`src/rtl/nib_ext_pkg.sv`:
```
// Shared definitions for the extreme-value tracker: mode encodings and the
// index-width helper used by the top and the reduction tree.
package nib_ext_pkg;

  localparam logic MODE_MAX = 1'b0;
  localparam logic MODE_MIN = 1'b1;

  // Index width: ceil(log2(nch)), never less than one bit.
  function automatic int calc_iw(input int nch);
    int iw;
    iw = 1;
    while ((1 << iw) < nch) iw++;
    return iw;
  endfunction

endpackage

```
`src/rtl/nib_ext_reduce.sv`:
```
// Combinational NCH-way compare tree selecting the max or min channel value;
// on equal values the lower channel index always wins.
module nib_ext_reduce
  import nib_ext_pkg::*;
#(
  parameter int NCH = 4,
  parameter int W   = 4
) (
  input  logic [NCH*W-1:0]          data_i,
  input  logic                      mode_i,
  output logic [W-1:0]              val_o,
  output logic [calc_iw(NCH)-1:0]   idx_o
);

  localparam int IW = calc_iw(NCH);
  localparam int LV = IW;
  localparam int NP = 1 << LV;

  logic [W-1:0]  tv [0:LV][0:NP-1];
  logic [IW-1:0] ti [0:LV][0:NP-1];
  logic          tk [0:LV][0:NP-1];
  logic          take_r;

  // Leaves beyond NCH are padding and marked not-present so they never win.
  // The right (higher-index) node replaces the left only when strictly better.
  always_comb begin
    take_r = 1'b0;
    for (int l = 0; l <= LV; l++) begin
      for (int j = 0; j < NP; j++) begin
        tv[l][j] = '0;
        ti[l][j] = '0;
        tk[l][j] = 1'b0;
      end
    end
    for (int j = 0; j < NCH; j++) begin
      tv[0][j] = data_i[j*W +: W];
      ti[0][j] = IW'(j);
      tk[0][j] = 1'b1;
    end
    for (int l = 0; l < LV; l++) begin
      for (int j = 0; j < (NP >> (l + 1)); j++) begin
        take_r = tk[l][2*j+1] &&
                 (!tk[l][2*j] ||
                  ((mode_i == MODE_MIN) ? (tv[l][2*j+1] < tv[l][2*j])
                                        : (tv[l][2*j+1] > tv[l][2*j])));
        tv[l+1][j] = take_r ? tv[l][2*j+1] : tv[l][2*j];
        ti[l+1][j] = take_r ? ti[l][2*j+1] : ti[l][2*j];
        tk[l+1][j] = tk[l][2*j] | tk[l][2*j+1];
      end
    end
    val_o = tv[LV][0];
    idx_o = ti[LV][0];
  end

endmodule

```
`src/rtl/nib_ext_track.sv`:
```
// Pipelined extreme-value tracker: input register, reduction register, then a
// result register carrying change detection and a saturating hold counter.
module nib_ext_track
  import nib_ext_pkg::*;
#(
  parameter int NCH = 4,
  parameter int W   = 4,
  parameter int CW  = 8
) (
  input  logic                     clk,
  input  logic                     reset,
  input  logic                     in_valid,
  input  logic [NCH*W-1:0]         data_in,
  input  logic                     mode,
  output logic                     out_valid,
  output logic [W-1:0]             ext_val,
  output logic [calc_iw(NCH)-1:0]  ext_idx,
  output logic                     chg,
  output logic [CW-1:0]            hold_cnt
);

  localparam int IW = calc_iw(NCH);
  localparam logic [CW-1:0] HOLD_MAX = '1;

  // Handshake: in_valid qualifies data_in/mode for one cycle only; there is no
  // ready, every valid sample is accepted and yields exactly one out_valid pulse.

  logic             s1_vld_q;
  logic [NCH*W-1:0] s1_data_q;
  logic             s1_mode_q;

  logic [W-1:0]     red_val;
  logic [IW-1:0]    red_idx;

  logic             s2_vld_q;
  logic [W-1:0]     s2_val_q;
  logic [IW-1:0]    s2_idx_q;

  logic             out_vld_q;
  logic             chg_q;
  logic             first_done_q;
  logic [W-1:0]     ext_val_q;
  logic [IW-1:0]    ext_idx_q;
  logic [CW-1:0]    hold_q;

  logic             chg_d;
  logic [CW-1:0]    hold_d;

  nib_ext_reduce #(.NCH(NCH), .W(W)) u_reduce (
    .data_i (s1_data_q),
    .mode_i (s1_mode_q),
    .val_o  (red_val),
    .idx_o  (red_idx)
  );

  // Only {idx, val} is compared; the mode that produced it does not matter.
  always_comb begin
    chg_d  = !first_done_q || (s2_idx_q != ext_idx_q) || (s2_val_q != ext_val_q);
    hold_d = chg_d ? '0 : ((hold_q == HOLD_MAX) ? hold_q : hold_q + CW'(1));
  end

  always_ff @(posedge clk) begin
    if (reset) begin
      s1_vld_q     <= 1'b0;
      s1_data_q    <= '0;
      s1_mode_q    <= MODE_MAX;
      s2_vld_q     <= 1'b0;
      s2_val_q     <= '0;
      s2_idx_q     <= '0;
      out_vld_q    <= 1'b0;
      chg_q        <= 1'b0;
      first_done_q <= 1'b0;
      ext_val_q    <= '0;
      ext_idx_q    <= '0;
      hold_q       <= '0;
    end else begin
      s1_vld_q <= in_valid;
      if (in_valid) begin
        s1_data_q <= data_in;
        s1_mode_q <= mode;
      end
      s2_vld_q <= s1_vld_q;
      if (s1_vld_q) begin
        s2_val_q <= red_val;
        s2_idx_q <= red_idx;
      end
      out_vld_q <= s2_vld_q;
      chg_q     <= s2_vld_q & chg_d;
      if (s2_vld_q) begin
        ext_val_q    <= s2_val_q;
        ext_idx_q    <= s2_idx_q;
        hold_q       <= hold_d;
        first_done_q <= 1'b1;
      end
    end
  end

  assign out_valid = out_vld_q;
  assign ext_val   = ext_val_q;
  assign ext_idx   = ext_idx_q;
  assign chg       = chg_q;
  assign hold_cnt  = hold_q;

endmodule

```
`config.mk`:
```
export PLATFORM = sky130hd
export DESIGN_NAME = nib_ext_track
export DESIGN_NICKNAME = d
export VERILOG_FILES = /design/src/rtl/nib_ext_pkg.sv /design/src/rtl/nib_ext_reduce.sv /design/src/rtl/nib_ext_track.sv
export SDC_FILE = /design/constraint.sdc
export NUM_CORES = 1
export LEC_CHECK = 0
export CORE_MARGIN = 2
export CORE_UTILIZATION = 57
export CTS_BUF_LIST = sky130_fd_sc_hd__clkbuf_16
export DETAILED_ROUTE_END_ITERATION = 7
export PLACE_DENSITY = 0.93
export SYNTH_ARGS = -nofsm -noshare
export SYNTH_HDL_FRONTEND = slang
export SYNTH_HIERARCHICAL = 1
export SYNTH_SLANG_ARGS = --single-unit
```
`constraint.sdc`:
```
create_clock -name clk -period 7.4 [get_ports clk]
set_input_delay 1.11 -clock clk [delete_from_list [all_inputs] [get_ports clk]]
set_output_delay 1.11 -clock clk [all_outputs]
set_load 0.03 [all_outputs]
```
==> impl_metrics.tcl, run 1 <==
set metrics [dict create \
    critical_path_required_ns 7.61 \
    routabilityCongestion 0.773 \
    rsz0062_at_grt "false" \
    ir_drop_uv 177 \
    htreeDepth 2 \
    start_util_pct 60.7 \
    clock_power_share_pct 33.9 \
    cts_tree "built" \
    antenna_cells 0 \
    numCtsBuffers 5 \
    min_path_type "register to register" \
    r2r_cells 15 \
    clk_latency_ns 0.28 \
    post_drt_wl_per_cell_um 14.0 \
    num_vias 1786 \
    max_freq_mhz 285 \
    regToRegSetupSlack_ns 3.89 \
    synth_warnings 6 \
    relSlewSlack_pct 30.2 \
    die_area_mm2 0.00451 \
    end_kind "register" \
    final-setup-viol-count 0 \
    clkSinkCount 42 \
    synth_area_mm2 0.00227 \
    synth_cells 239 \
    nets 305 \
    p_comb_share_pct 23.5 \
    fin_crit_sh_pct 47.4 \
    grt_use_met3_pct 4.83 \
    pin_count 36 \
    seqPwrFrac_pct 42.5 \
    arrival_ns 3.72 \
    status "finished clean" \
    synth-main-ff-cell "dfxtp_1" \
    track_usage_pct 21.8 \
    r2r_start "s1_data_q[11]$_SDFFE_PP0P_" \
    busiest_layer "met2" \
    critPathKind "register to register" \
    finalClockSkew_ns 0.00622 \
    timing.hold.ws_ns 0.489 \
    dp_hpwl_um 3300 \
    crit_end "s2_val_q[0]$_SDFFE_PP0P_" \
    path_max_fanout 5 \
    cts_repair_resize_count 0 \
    die_w_um 67.2 \
    overflow 0 \
    gr-usage-met1_pct 24.3 \
    internal_power_w 0.000424 \
    cts_hold_buf 0 \
    final_core_util_pct 74.1 \
    finalHoldViolations 0 \
    synth-seq-cells 42 \
    drtIter0Drc 82 \
    r2r_end "s2_val_q[0]$_SDFFE_PP0P_" \
    wirelength_um 4480 \
    fill_cells 285 \
    synth_edf_count 0 \
    finalSetupTns_ns 0 \
    synth_seq_area_share_pct 37.0 \
    first_global_vias 1638 \
    leakage_nw 1.18 \
    core_mm2 0.00374 \
    cellPowerDensity_mw_per_mm2 211 \
    clock-root-buffer "clkbuf_16" \
    grt_pass1_wl_um 7370 \
    finalPower_w 0.000586 \
    firstDrtPassIters 4 \
    setup.worst_path.start "s1_data_q[11]$_SDFFE_PP0P_" \
    crit_path_start_kind "register" \
    grt_use_met2_pct 39.5 \
    clockBufferDepth 2 \
    via_per_inst 5.60 \
    clk_pin_slew_ns 0.06 \
    synthArstFlopShare_pct 0 \
    rows 22 \
    ant_nets 0 \
    sw_frac_of_total_pct 27.5 \
    synthToLayoutAreaGrowth_pct 22.1 \
    grt_antenna_before_repair 0 \
    grt_max_degree 37 \
    syn_area_per_cell_um2 9.51 \
    drc 0 \
    drv_cap 0 \
    synth_nets 272 \
    synthDistinctLibCells 42 \
    drive_above_1_share_pct 8.12 \
    final-max-slew-violation-count 0 \
    post_cts.repair.setup_buffers 0 \
    switchingPower_w 0.000161 \
    worst_pin_slew_ns 1.04 \
    die_y_um 67.2 \
    fin_crit_ns 3.51 \
    place.port_buffers 35 \
]
## worst min path at each step
stage,cells after the start,slack (ns),startpoint,to
after global routing,2,0.52,first_done_q$_SDFFE_PP0P_,first_done_q$_SDFFE_PP0P_
after CTS,2,0.49,first_done_q$_SDFFE_PP0P_,first_done_q$_SDFFE_PP0P_
after global placement,2,0.47,first_done_q$_SDFFE_PP0P_,first_done_q$_SDFFE_PP0P_
final,2,0.49,first_done_q$_SDFFE_PP0P_,first_done_q$_SDFFE_PP0P_
after detailed placement,2,0.48,first_done_q$_SDFFE_PP0P_,first_done_q$_SDFFE_PP0P_
after floorplan,2,0.46,first_done_q$_SDFFE_PP0P_,first_done_q$_SDFFE_PP0P_
## sequential cells by signal, indices dropped and copies added, names as in the netlist
signal        cells
first_done_q      1
s1_vld_q          1
s2_vld_q          1
s2_val_q          4
ext_idx           2
s1_data_q        16
out_valid         1
s2_idx_q          2
ext_val           4
chg               1
s1_mode_q         1
hold_cnt          8
## synth_stat cells (2+ instances only)
cell,n,area [um2]
xnor2_1,6,52.6
nand2b_1,5,31.3
nand4_1,2,12.5
o21ai_1,4,20.0
a21oi_2,2,17.5
a21oi_1,9,45.0
clkbuf_1,5,18.8
dfxtp_1,42,841
nand3_1,4,20.0
a22o_1,4,35.0
buf_2,3,15.0
ha_1,13,163
inv_1,18,67.6
and4_1,2,17.5
nor2_1,36,135
mux2i_1,44,440
nand2_1,9,33.8
nor2b_1,3,18.8
and3_1,2,12.5
o22ai_1,4,25.0
## metrics by stage
stage,instance area [um2],worst slack (ns),instances
final,2780,3.89,319
after global routing,2780,3.64,319
after CTS,2780,3.90,319
after detailed placement,2650,3.93,313
after global placement,2650,4.17,313
after floorplan,2270,4.28,239
## power groups by stage
stage / registers, W / clock network, W / logic (W)
floorplan: 0.000250 / 0 / 0.000110
global placement: 0.000253 / 0 / 0.000130
detailed placement: 0.000254 / 0 / 0.000136
CTS: 0.000249 / 0.000202 / 0.000138
global route: 0.000251 / 0.000211 / 0.000150
finish: 0.000249 / 0.000199 / 0.000138
## logic make-up (layout without fill, tap and decap cells)
kind of cell,after synthesis,count (layout),synth area share [%]
AND/OR/NAND/NOR,70,70,16.3
adder cells (fa/ha/maj),13,13,7.15
AO/OA/AOI/OAI,34,34,12.2
buffers and inverters,29,61,5.12
XOR/XNOR,6,6,2.31
multiplexers,45,45,20.0
flip-flops,42,42,37.0
## layout by cell type (no fill, tap or decap), types with 2 or more instances in the layout
| cell type | synthesis | routed |
|---|---|---|
| a22o_1 | 4 | 4 |
| a21oi_1 | 9 | 9 |
| nor2b_1 | 3 | 3 |
| nand2_1 | 9 | 9 |
| inv_1 | 18 | 18 |
| clkbuf_16 | 0 | 5 |
| and4_1 | 2 | 2 |
| dfxtp_1 | 42 | 42 |
| nand2b_1 | 5 | 5 |
| and3_1 | 2 | 2 |
| mux2i_1 | 44 | 44 |
| clkdlybuf4s50_1 | 0 | 35 |
| o22ai_1 | 4 | 4 |
| ha_1 | 13 | 13 |
| o21ai_1 | 4 | 4 |
| nor2_1 | 36 | 36 |
| nand4_1 | 2 | 2 |
| a21oi_2 | 2 | 2 |
| xnor2_1 | 6 | 6 |
| nand3_1 | 4 | 4 |
## layer usage
metal,vias up,wire (um)
met4,0,106
met5,-,0
met1,837,1970
met3,12,157
met2,40,2240
li1,897,-
## worst max-delay path, stage by stage, from the launching register on
cell	delay [ns]
dfxtp_1	0.36
inv_1	0.06
ha_1	0.37
a21oi_2	0.27
a21oi_2	0.11
a31oi_4	0.27
mux2i_1	0.37
inv_1	0.08
ha_1	0.21
a21oi_1	0.17
o22ai_1	0.10
nor2_1	0.15
mux2i_2	0.47
mux2i_1	0.26
mux2i_1	0.10
nor2_1	0.10
## area by class of cell
class / instances / area, um2 / area share, %
repair buffers: 36 / 358 / 12.9
clock inverters: 1 / 3.75 / 0.135
multi-input cells: 168 / 1320 / 47.4
inverters: 19 / 71.3 / 2.57
clock buffers: 5 / 125 / 4.51
flip-flops and latches: 42 / 841 / 30.3
well taps: 48 / 60.1 / 2.16
Note: power is estimated with default switching activity, not from simulation.
==> run 2: changes to the inputs <==
Settings changed: CORE_UTILIZATION 57 to 53, PLACE_DENSITY 0.93 to 0.88.
Clock period 7.4 ns to 3.65 ns, I/O delays scaled along.
==> impl_metrics.tcl, run 2 (synthesized netlist as in run 1, its figures left out) <==
set metrics [dict create \
    clockBufferDepth 2 \
    drv_cap 0 \
    timing.hold.ws_ns 0.496 \
    final-setup-viol-count 0 \
    grt_max_degree 37 \
    cts_repair_resize_count 0 \
    antenna_cells 0 \
    worst_pin_slew_ns 0.978 \
    rows 23 \
    crit_top_cell "mux2i_1" \
    routabilityCongestion 0.812 \
    grt_antenna_before_repair 0 \
    finalHoldViolations 0 \
    pin_count 36 \
    final-seq-area_um2 841 \
    numCtsBuffers 5 \
    core_mm2 0.00406 \
    cts_tree "built" \
    die_area_mm2 0.00483 \
    nets 306 \
    status "finished clean" \
    die_y_um 69.5 \
    cts_hold_buf 0 \
    layout_setup_ws_ns 0.181 \
    dp_hpwl_um 3100 \
    regMostFlops "s1_data_q" \
    num_vias 1778 \
    track_usage_pct 18.7 \
    place.port_buffers 35 \
    critPathKind "register to register" \
    clock-root-buffer "clkbuf_16" \
    end_kind "register" \
    synthToLayoutAreaGrowth_pct 24.4 \
    fill_cells 321 \
    fin_area_mm2 0.00283 \
    firstDrtPassIters 4 \
    htreeDepth 2 \
    clkSinkCount 42 \
    ant_nets 0 \
    clk_pin_slew_ns 0.06 \
    cp_top_family "multiplexers" \
    fin_crit_sh_pct 95.1 \
    place_inst 316 \
    ir_drop_uv 341 \
    wirelength_um 4290 \
    critical_path_required_ns 3.82 \
    grt_pass1_wl_um 7380 \
    post_drt_wl_per_cell_um 13.2 \
    leakage_nw 1.19 \
    drtIter0Drc 89 \
    fin_crit_ns 3.47 \
    drc 0 \
    overflow 0 \
    crit_chain "inv_1 -> ha_1 -> nor2b_4 -> o211ai_4 -> a21oi_2 -> a31oi_4 -> mux2i_1 -> inv_1 -> ha_1 -> nand3_1 -> o22ai_1 -> nor2_2 -> mux2i_4 -> inv_2 -> mux2i_1 -> mux2i_1 -> nor2_1" \
    critPathBufInv 3 \
    crit_slowest_cell "dfxtp_1" \
    crit_path_start_kind "register" \
    path_max_fanout 5 \
    clk_latency_ns 0.28 \
    multiInputGateArea_mm2 0.00134 \
    finalClockSkew_ns 0.00446 \
    dpl_worst_slack_ns 0.271 \
    post_cts.repair.setup_buffers 0 \
    drive_above_1_share_pct 10.2 \
    final_cell_mix "mux2i_1 (43), dfxtp_1 (42), nor2_1 (35), clkdlybuf4s50_1 (35), inv_1 (18)" \
    via_per_inst 5.49 \
    final_common_cell "mux2i_1" \
    die_w_um 69.5 \
    min_path_type "register to register" \
    cellPowerDensity_mw_per_mm2 438 \
    largest_reg_flops 16 \
    max_freq_mhz 288 \
    finalSetupTns_ns 0 \
    critPathMaxStageDelay_ns 0.36 \
    final-max-slew-violation-count 0 \
    start_util_pct 56.0 \
    instances_no_fill 324 \
    first_global_vias 1677 \
    post_dp_cell_area_mm2 0.00266 \
    relSlewSlack_pct 34.6 \
    arrival_ns 3.63 \
    regToRegSetupSlack_ns 0.18 \
]
-- run 2: cell count changes in the layout (fill, tap and decap cells not counted), sizes merged --
cell / before / now
clkinvlp: 0 / 2
inv: 19 / 20
clkinv: 1 / 0
buf: 1 / 2
-- run 2: final timing paths --
path                                           startpoint                  endpoint  depth (start not counted)
worst max-delay path            s1_data_q[9]$_SDFFE_PP0P_  s2_val_q[2]$_SDFFE_PP0P_                         17
worst min-delay path             hold_cnt[1]$_SDFFE_PP0P_  hold_cnt[1]$_SDFFE_PP0P_                          2
worst max register to register  s1_data_q[9]$_SDFFE_PP0P_  s2_val_q[2]$_SDFFE_PP0P_                         17
worst min register to register   hold_cnt[1]$_SDFFE_PP0P_  hold_cnt[1]$_SDFFE_PP0P_                          2
-- run 2: per-stage QoR --
| stage | util [%] | total power (W) |
|---|---|---|
| 3_5_place_dp | 65.5 | 0.000787 |
| 5_1_grt | 69.7 | 0.00130 |
| 3_3_place_gp | 65.5 | 0.000778 |
| 2_1_floorplan | - | 0.000731 |
| 6_report | 69.7 | 0.00124 |
| 4_1_cts | 69.1 | 0.00123 |
-- run 2: power breakdown --
group	internal (W)	leakage [nW]	switching (W)	total, W
logic	0.000145	0.777	0.000148	0.000293
clock network	0.000255	0.0664	0.000187	0.000442
registers	0.000479	0.343	0.0000227	0.000502
-- run 2: layer usage --
layer	up-vias	track usage (%)	part of all wire (%)	routed length, um
met5	-	0	0	0
met4	0	7.41	1.6	67
met3	4	5.09	3.4	146
met2	29	33.0	51	2170
met1	839	21.3	44	1900
li1	906	-	-	-
-- run 2: tightest hold or removal path, stage by stage (launching register included) --
cell and delay, ns:
dfxtp_1 0.33, inv_1 0.06, o22ai_1 0.05
-- run 2: layout make-up --
type / instances / share of cell area (%)
flip-flops and latches: 42 / 29.7
multi-input cells: 168 / 47.3
clock inverters: 3 / 0.841
clock buffers: 5 / 4.42
inverters: 19 / 2.52
well taps: 50 / 2.21
repair buffers: 37 / 12.9
==> edit: new RTL, settings of run 1 <==
`NCH` is set to 4 in 2 places; all go to 3.
--- a/src/rtl/nib_ext_reduce.sv
+++ b/src/rtl/nib_ext_reduce.sv
@@ -4,5 +4,5 @@
   import nib_ext_pkg::*;
 #(
-  parameter int NCH = 4,
+  parameter int NCH = 3,
   parameter int W   = 4
 ) (
--- a/src/rtl/nib_ext_track.sv
+++ b/src/rtl/nib_ext_track.sv
@@ -4,5 +4,5 @@
   import nib_ext_pkg::*;
 #(
-  parameter int NCH = 4,
+  parameter int NCH = 3,
   parameter int W   = 4,
   parameter int CW  = 8
Ports: changed (resized data_in); port bits go from 36 to 32. No check against the original RTL was run, so the function may have changed too.
==> edit against run 1 <==
  * Clock skew down 0.0030 ns
  * Sequential cell count decreased by 4
  * Total power down 8.7%
  * Maximum frequency fell by 3.7%
  * Worst hold slack worse by 0.0021 ns
  * Area after synthesis shrank 13%
  * Design area is 12% lower
  * Worst setup slack worse by 0.14 ns
  * Wire length fell by 11%
  * Synthesized cell count is 12% lower
  * Highest routed layer unchanged
==> edit: results (changes against run 1) <==
Global routing
  • Vias in the first global route: 1,545 (-5.7%)
  • Pin count of the biggest net entering global routing: 33 (-11%)
  • First-pass GRT wire length: 6760 um (-8.3%)

Worst setup path
  • CP Data Arrival Time: 3.77 ns (+0.05 ns)
  • Crit path launch: s1_data_q[1]
  • Reg2Reg Setup Slack: 3.75 ns (-0.14 ns)
  • Worst flop-to-flop path startpoint: s1_data_q[1]
  • Depth of the most critical reg-to-reg path: 13 (-2)

Cells and area
  • Max reg flops: 12 (-4)
  • Antenna Cells: 0 (unchanged)
  • Proportion of layout cells with a drive suffix above 1: 8.30% (+0.18 points)
  • Final-stage net count: 265 (-13%)

Synthesis
  • Mux share of post-synthesis cell area: 15.1% (-4.9 points)
  • Syn nets: 236 (-13%)
  • Synth area leaders: dfxtp_1 (38%), mux2i_1 (14%), nor2_1 (6.4%)
  • Post-synth cell types: 44 (+4.8%)
  • Top cells by count, synth: dfxtp_1 (38), nor2_1 (34), mux2i_1 (27)
  • Largest family of logic cells by synthesized area: simple AND/OR/NAND/NOR gates
  • Post-synthesis adder-cell area fraction: 5.69% (-1.5 points)
  • Post-Synth XOR/XNOR Area: 2.65% (+0.34 points)

Clocking
  • H-tree levels: 2 (unchanged)

Timing
  • Least-Margin Pin Slew: 1.10 ns (+0.0526 ns)
  • Layout Skew: 0.00322 ns (-0.00301 ns)
  • Fmax: 274 MHz (-3.7%)

Power
  • Lkg Pwr: 0.977 nW (-17%)
  • Int Pwr: 386 uW (-9.1%)
  • Peak supply drop: 0.207 mV (+17%)

Detailed routing
  • Drt wl/cell: 13.8 um (-1.3%)
  • Iter 0 DRT Violations: 91 (+11%)
  • Routed vias/inst: 5.71 (+2.1%)

Outcome
  • Status: completed

Place
  • PortBufs: 31 (-11%)
[edit: cell types whose count changed after synthesis, moves of 2 or more]
cell,before,now
a21oi_1,9,7
mux2i_1,44,27
clkbuf_1,5,3
nand4_1,2,6
nand2_1,9,16
ha_1,13,9
dfxtp_1,42,38
o21ai_1,4,2
inv_1,18,12
nor2_1,36,34
a21oi_2,2,0
nand2b_1,5,1
o311a_1,0,3
[edit: cell type report]
cell class | instances | area [sq um]
clock buffer | 5 | 125
clock inverter | 3 | 12.5
fill | 239 | 892
inverter | 12 | 45.0
multi-input combinational | 152 | 1130
sequential | 38 | 761
tap | 46 | 57.6
timing repair buffer | 31 | 310
[edit: how the worst max path moves through the flow]
stage,endpoint
6_report,s2_val_q[0]
5_1_grt,s2_val_q[0]
4_1_cts,s2_val_q[0]
3_5_place_dp,s2_val_q[0]
3_3_place_gp,s2_val_q[0]
2_1_floorplan,s2_val_q[0]
[edit: worst max-delay path, cell delays in order, from the launching register on]
cell and delay, ns:
dfxtp_1 0.36, inv_1 0.07, ha_1 0.33, nor2b_4 0.15, o211ai_4 0.28, nand2_2 0.15
o311a_1 0.35, ha_1 0.32, a21o_2 0.21, a211oi_2 0.26, mux2i_2 0.46, mux2_4 0.34
mux2i_1 0.14, nor2_1 0.06
[edit: logic make-up after synthesis]
group | after synthesis
muxes | 29
DFF | 38
xor gates and xnor gates | 6
AOI/OAI and AO/OA | 33
adders and majority gates | 9
buffers and inverters | 21
and+or+nand+nor | 75
[edit: power by group through the flow]
| stage | registers [mW] | clock network [mW] | logic (mW) |
|---|---|---|---|
| after floorplan | 0.226 | 0 | 0.0858 |
| after global placement | 0.229 | 0 | 0.102 |
| after detailed placement | 0.229 | 0 | 0.108 |
| after CTS | 0.225 | 0.204 | 0.109 |
| after global routing | 0.227 | 0.215 | 0.119 |
| final | 0.225 | 0.200 | 0.110 |
[edit: metal layers]
metal | wire length [um] | up-vias | GRT usage [%] | part of all wire (%)
met5 | 0 | - | 0 | 0
met4 | 95 | 0 | 11.1 | 2.4
met3 | 209 | 11 | 7.57 | 5.3
met2 | 2010 | 49 | 37.1 | 51
met1 | 1660 | 777 | 24.6 | 42
li1 | - | 803 | - | -
[edit: through the flow]
stage | hold slack, ns | power [mW] | cell area, sq um | cells | util (%)
CTS | 0.491 | 0.538 | 2440 | 287 | 73.3
finish | 0.487 | 0.535 | 2440 | 287 | 73.3
global placement | 0.470 | 0.331 | 2310 | 279 | 69.1
detailed placement | 0.482 | 0.337 | 2310 | 279 | 69.1
global route | 0.530 | 0.561 | 2440 | 287 | 73.3
floorplan | 0.456 | 0.312 | 1980 | 211 | -
